[src/rtl/shared_adder_arbiter.sv]
// shared_adder_arbiter: round-robin arbiter feeding one shared two-stage registered adder
// Ports: clk/reset (sync, active-high); sched_en gates new grants;
//   req_valid/req_a/req_b per-requester requests, operands packed at [i*ADDER_WIDTH +: ADDER_WIDTH];
//   req_ready one-hot-or-zero combinational grant;
//   rsp_valid/rsp_id/rsp_sum registered result tagged with requester index.
// Optional: define SHARED_ADDER_STATS_EN to add grant_count, saturating 16-bit per-requester transfer counters.
module shared_adder_arbiter #(
  parameter int ADDER_WIDTH = 114,
  parameter int NUM_REQ = 4,
  parameter int ID_WIDTH = 2
) (
  input  logic                           clk,
  input  logic                           reset,
  input  logic                           sched_en,
  input  logic [NUM_REQ-1:0]             req_valid,
  input  logic [NUM_REQ*ADDER_WIDTH-1:0] req_a,
  input  logic [NUM_REQ*ADDER_WIDTH-1:0] req_b,
  output logic [NUM_REQ-1:0]             req_ready,
  output logic                           rsp_valid,
  output logic [ID_WIDTH-1:0]            rsp_id,
  output logic [ADDER_WIDTH:0]           rsp_sum
`ifdef SHARED_ADDER_STATS_EN
  ,
  output logic [NUM_REQ*16-1:0]          grant_count
`endif
);
  logic [ID_WIDTH-1:0] ptr, g, id1;
  logic hit, go, v1;
  logic [ADDER_WIDTH-1:0] a_reg, b_reg;
  // scan from the farthest offset down so the nearest valid index at or after ptr wins
  always_comb begin
    g = '0;
    hit = 1'b0;
    for (int k = NUM_REQ - 1; k >= 0; k--)
      if (req_valid[(int'(ptr) + k) % NUM_REQ]) begin
        hit = 1'b1;
        g = ID_WIDTH'((int'(ptr) + k) % NUM_REQ);
      end
  end
  assign go = hit && sched_en && !reset;
  assign req_ready = go ? NUM_REQ'(1) << g : '0;
  always_ff @(posedge clk)
    if (reset) begin
      ptr <= '0;
      v1 <= 1'b0;
      a_reg <= '0;
      b_reg <= '0;
      id1 <= '0;
      rsp_valid <= 1'b0;
      rsp_id <= '0;
      rsp_sum <= '0;
    end else begin
      v1 <= go;
      rsp_valid <= v1;
      if (go) begin
        ptr <= (g == ID_WIDTH'(NUM_REQ - 1)) ? '0 : g + 1'b1;
        a_reg <= req_a[int'(g)*ADDER_WIDTH +: ADDER_WIDTH];
        b_reg <= req_b[int'(g)*ADDER_WIDTH +: ADDER_WIDTH];
        id1 <= g;
      end
      // result registers hold their last value when no op is in stage 1
      if (v1) begin
        rsp_sum <= {1'b0, a_reg} + {1'b0, b_reg};
        rsp_id <= id1;
      end
    end
`ifdef SHARED_ADDER_STATS_EN
  always_ff @(posedge clk)
    for (int i = 0; i < NUM_REQ; i++)
      if (reset) grant_count[i*16 +: 16] <= '0;
      else if (req_ready[i] && grant_count[i*16 +: 16] != 16'hFFFF)
        grant_count[i*16 +: 16] <= grant_count[i*16 +: 16] + 16'd1;
`endif
endmodule

[config.mk]
export PLATFORM = sky130hd
export DESIGN_NAME = shared_adder_arbiter
export DESIGN_NICKNAME = d
export VERILOG_FILES = /design/src/rtl/shared_adder_arbiter.sv
export SDC_FILE = /design/constraint.sdc
export NUM_CORES = 1
export LEC_CHECK = 0
export BUFFER_PORTS_ARGS = -buffer_cell sky130_fd_sc_hd__buf_2
export CORE_AREA = 5 5 404 406
export DETAILED_ROUTE_END_ITERATION = 12
export DIE_AREA = 0 0 409 411
export SETUP_SLACK_MARGIN = 0.15
export SLEW_MARGIN = 20
export SYNTH_ARGS = -nofsm -noshare
export SYNTH_HDL_FRONTEND = slang
export SYNTH_SLANG_ARGS = --single-unit
[constraint.sdc]
create_clock -name clk -period 3 [get_ports clk]
set_clock_uncertainty 0.1 [all_clocks]
set_input_delay 0.15 -clock clk [delete_from_list [all_inputs] [get_ports clk]]
set_output_delay 0.15 -clock clk [all_outputs]
set_load 0.01 [all_outputs]
Word level (Yosys, flattened, before mapping)
Index checks and enable logic that the tools add are counted.

operators by class
  order comparisons = 4
  equality and inequality tests = 1
  shifts and indexed selects = 3
  bitwise logic cells = 3
  multipliers = 1
  multiplexer cells = 21
  reductions and logical operators = 6
  add/sub/neg operators = 5

operator list
  kind                                                                  count
  456-bit by 10-bit indexed part select with 114-bit output             1
  456-bit by 32-bit indexed part select with 114-bit output             1
  114-bit by 114-bit adder with 115-bit output                          1
  3-bit by 4-bit < comparator with 1-bit output, second input constant  3
  1-bit two-way mux                                                     11
  2-bit two-way mux                                                     5
  1-bit binary-select mux with 2-bit select                             4
  2-bit by 6-bit multiplier with 8-bit output, second input constant    1
  2-bit OR reduction                                                    3
  2-bit by 1-bit adder with 2-bit output, second input constant         2
  2-bit adder, second input constant                                    2
  4-bit two-way mux                                                     1
  1-bit by 2-bit << shifter with 4-bit output, first input constant     1
  1-bit AND, first input constant                                       3
  2-bit by 3-bit < comparator with 1-bit output, second input constant  1
  2-bit == test, second input constant                                  1
  1-bit logical AND                                                     2
  1-bit zero test                                                       1

word-level totals
  word-level logic and storage cells = 52
  flip-flop bits (word level) = 351
  bits of input ports = 919

Logic depth before layout (Yosys ltp)
  word-level depth = 13
  mapped depth = 14
  mapped depth without buffers = 14

Worst setup path before layout
Ideal clock, no wire load.

  path type = flip-flop to flip-flop
  start = register a_reg[0]
  end = register rsp_sum[106]
  period minus slack after synthesis = 3.326 ns
  setup time = 0.122 ns
  stages on the path, launching flop included = 15
  arrival = 3.104 ns
  path buffers = 0
  setup slack = -0.326 ns
  path through = dfxtp_1 > ha_1 > inv_1 > fa_1 > and2b_1 > o211ai_1 > a211oi_2 > o21bai_1 > a2111o_1 > and3_4 > nor4_4 > o21ai_2 > a21oi_2 > mux2i_1 > a311o_1

on the way
  word-level cells in the longest chain between the ends = 1

RTL lines
  what                                          RTL line  source
  start, declared                               29        logic [ADDER_WIDTH-1:0] a_reg, b_reg;
  start signal, assigned                        57        a_reg <= req_a[int'(g)*ADDER_WIDTH +: ADDER_WIDTH];
  114-bit by 114-bit adder with 115-bit output  63        rsp_sum <= {1'b0, a_reg} + {1'b0, b_reg};
  end signal, assigned                          63
  end, declared                                 21        output logic [ADDER_WIDTH:0] rsp_sum

Every way passes these cells.
A chain may end at the register's enable or synchronous reset.

Final worst setup path
  start = register b_reg[0]
  end = register rsp_sum[112]

on the way
  word-level cells in the longest chain between the ends = 1

RTL lines
  what                                          RTL line  source
  start, declared                               29
  start signal, assigned                        58        b_reg <= req_b[int'(g)*ADDER_WIDTH +: ADDER_WIDTH];
  114-bit by 114-bit adder with 115-bit output  63

Every way passes these cells.

==> results by group <==
STA
  – Total negative setup slack: -29.88 ns
  – Worst-Margin Slew: 0.972 ns
  – Fin. Hold Viols: 0
  – Hold Slack: 0.0398 ns
  – Slew HR: 0.347
  – Final setup fails: 86
  – Fmax: 274 MHz
  – Final Cycle Share: 1.22
  – Final min period: 3.65 ns
  – RSZ-0062 raised after global routing: true
  – Max-slew violations: 0
  – Final worst slack: -0.652 ns

Worst setup path
  – Critical Path Slowest Stage Cell: dfxtp_2
  – Worst Path Max Fanout: 4
  – CP dominant cell by count: o21ai_4
  – CP Cell Sequence: ha_4, inv_2, fa_2, and2b_1, o211ai_1, buf_4, buf_6, a21o_1, o21ai_4, a21oi_4, o41a_1, buf_6, o21ai_4, o21ai_4, o41ai_2, xnor2_1, o21ai_1
  – Type of element capturing the critical path: flip-flop
  – Crit path DAT: 4.00 ns
  – WP data required: 3.35 ns
  – Critical Path Max Stage Delay: 0.35 ns
  – Critical path startpoint category: flip-flop
  – Setup CP Type: reg -> reg

Cells and area
  – Syn-to-layout area delta: 85.7%
  – Fin cells: 8118
  – Core Util, Final: 0.303
  – Fillcell total: 16.9k
  – Max reg flops: 115
  – Layout cells sized above 1: 0.355
  – Design area: 48400 µm²
  – Nets: 7020

Yosys
  – Mapped Cells: 3884
  – Avg Synthesized Cell Area: 6.70 µm²
  – Top cells by area, synth: dfxtp_1 27%, nand2_1 16%, a21oi_1 7.9%, a311oi_1 7.7%, and3_1 5.8%
  – Seq/Total Area, Yosys: 0.270
  – Xor and xnor area share after synthesis: 0.0316
  – Ys async rst share: 0
  – Fraction of synthesized area in multiplexers: 0.0188
  – Main combinational cell family by area after synthesis: simple AND/OR/NAND/NOR gates
  – Post-synthesis instance area: 26000 µm²
  – Synthesized-area fraction occupied by adder cells: 0.0575
  – Compound-gate portion of the synthesized area: 0.257
  – Syn nets: 4922
  – Post-synth top area cell: dfxtp_1
  – Dominant synthesized flop cell: dfxtp_1
  – Yosys warnings: 0
  – Synth unique cells: 81
  – Seq cells post-synth: 351
  – Area share of the largest cell type after synthesis: 0.270
  – Number of flops mapped to enable cells by yosys: 0
  – Simple-gate share of the synthesized area: 0.313

Status
  – Status: complete, but fails checks
  – Violated checks: negative setup slack

CTS
  – TritonCTS Buffers: 46
  – Worst-skew pair later-pin latency: 0.60 ns
  – Clk sinks: 351
  – CTS max path bufs: 3
  – CTS clk-pin slew, worst paths: 0.06 ns
  – Root Driver: clkbuf_16
  – CTS tree: built
  – H-tree levels: 2

Floorplanning
  – Core box area: 159000 µm²
  – Chip height: 411 µm
  – Starting Density: 0.163
  – Die area: 168000 µm²
  – Chip Width: 409 µm
  – I/O pins: 1041
  – Rows: 147

GRT
  – Vias in the first global route: 38.7k
  – Initial antenna violation count: 22
  – GR met2 Demand/Resource: 0.315
  – Largest net degree at the start of global routing: 132
  – GR peak layer: met2
  – First-pass GRT wire length: 241000 µm
  – GRT Overall Usage: 0.189
  – GR Util met1: 0.217
  – Met3 Use GR: 0.0558
  – Gr ovfl total: 0

Power
  – Sw Share: 0.367
  – Gate power share: 0.448
  – Pint: 13.0 mW
  – Clock Power Share: 0.287
  – Power density cells: 424 nW/µm²
  – Seq pwr share: 0.265
  – Pleak: 22.5 nW
  – Switching power: 7.53 mW
  – Max rail drop VDD: 341 µV

Route
  – 1st-pass router iterations: 6
  – WL final: 172000 µm
  – Drt via density: 4.70
  – # DRC: 0
  – ANT nets after route: 0
  – DR vias: 38.2k
  – First DRT Iteration DRCs: 2934
  – WL per Instance: 21.2 µm

Place
  – Placed wire-length estimate: 128000 µm
  – DP Area: 38200 µm²
  – Gp weighted congestion: 0.971
  – Port buffer count: 1040
  – Placed Cells: 7368

Hold path
  – Min-delay worst type: in -> reg

Run
  – Max Cap Viol: 0
[worst max-delay path: cells and delay by family (launching register included)]
family                     cells  cell delay [ns]
AOI/OAI and AO/OA              9             1.70
DFF                            1             0.35
xor gates and xnor gates       1             0.15
and+or+nand+nor                1             0.22
adders and majority gates      2             0.49
buffers and inverters          4             0.49
[power groups by stage]
stage          logic [mW]  clock network, mW  registers, mW
2_1_floorplan        3.83                  0           5.45
3_3_place_gp         7.60                  0           5.50
3_5_place_dp         7.63                  0           5.52
4_1_cts              8.64               6.13           5.43
5_1_grt              9.98               6.30           5.48
6_report             9.19               5.89           5.43
[synthesized netlist by cell type, types with 46 or more instances]
cell type,count
clkbuf_1,275
a21oi_1,410
a311oi_1,230
xnor2_1,68
nand2_1,1092
o21ai_0,125
a21o_1,50
nor2_1,399
dfxtp_1,351
ha_1,118
nand4_1,46
mux2i_1,49
and3_1,240
[what timing repair did]
action                                  in CTS  in global routing
resized for setup                          224                161
pin swaps                                  108                 69
hold endpoints to repair                   181                  0
endpoints found under the setup margin     131                155
setup buffers                               34                 40
cloned                                       2                  9
hold buffers                               567                  0
[area by class of cell]
cell class / count / area, µm² / share of cell area
well taps: 2086 / 2610 / 0.0540
diodes: 16 / 40.0 / 0.000828
clock buffers: 63 / 1350 / 0.0278
inverters: 45 / 191 / 0.00396
flip-flops and latches: 351 / 7040 / 0.146
clock inverters: 19 / 248 / 0.00512
repair buffers: 2361 / 17500 / 0.362
multi-input cells: 3177 / 19400 / 0.401
[through the flow]
stage	total power, mW	setup WS, ns
global placement	13.1	-0.904
CTS	20.2	-0.656
detailed placement	13.1	-0.916
floorplan	9.29	-0.125
finish	20.5	-0.652
global route	21.8	-0.812
[per-layer routing]
metal  part of all wire  routed length, µm
met1               0.39              67400
met2               0.46              79100
met3              0.085              14600
met4              0.063              10900
met5            0.00027                 46
[worst paths after layout]
check                                               from                        end  slack [ns]  cells past startpoint
worst max register to register     b_reg[0]$_SDFFE_PP0P_  rsp_sum[112]$_SDFFE_PP0P_       -0.65                     17
worst max-delay path               b_reg[0]$_SDFFE_PP0P_  rsp_sum[112]$_SDFFE_PP0P_       -0.65                     17
worst min-delay path                          req_b[333]    b_reg[105]$_SDFFE_PP0P_        0.04                      5
worst min register to register  rsp_sum[88]$_SDFFE_PP0P_   rsp_sum[88]$_SDFFE_PP0P_        0.35                      2
[cells by family (layout without fill, tap and decap cells)]
family                     count (synthesis)  after routing
and+or+nand+nor                         1901           1901
AOI/OAI and AO/OA                       1014           1014
buffers and inverters                    356           2488
DFF                                      351            351
adders and majority gates                119            119
xor gates and xnor gates                  94             94
muxes                                     49             49
other                                      0             16
[placed cells by master (no fill, tap or decap), types with 56 or more instances in the layout]
master,netlist,final
a21oi_1,410,389
buf_6,0,61
ha_1,118,99
dfxtp_1,351,341
nand2_1,1092,1081
a311oi_1,230,180
buf_2,10,1039
dlygate4sd3_1,0,567
clkbuf_16,0,56
o21ai_0,125,75
nor2_1,399,393
buf_4,1,644
and3_1,240,237
Note: power is estimated with default switching activity, not from simulation.
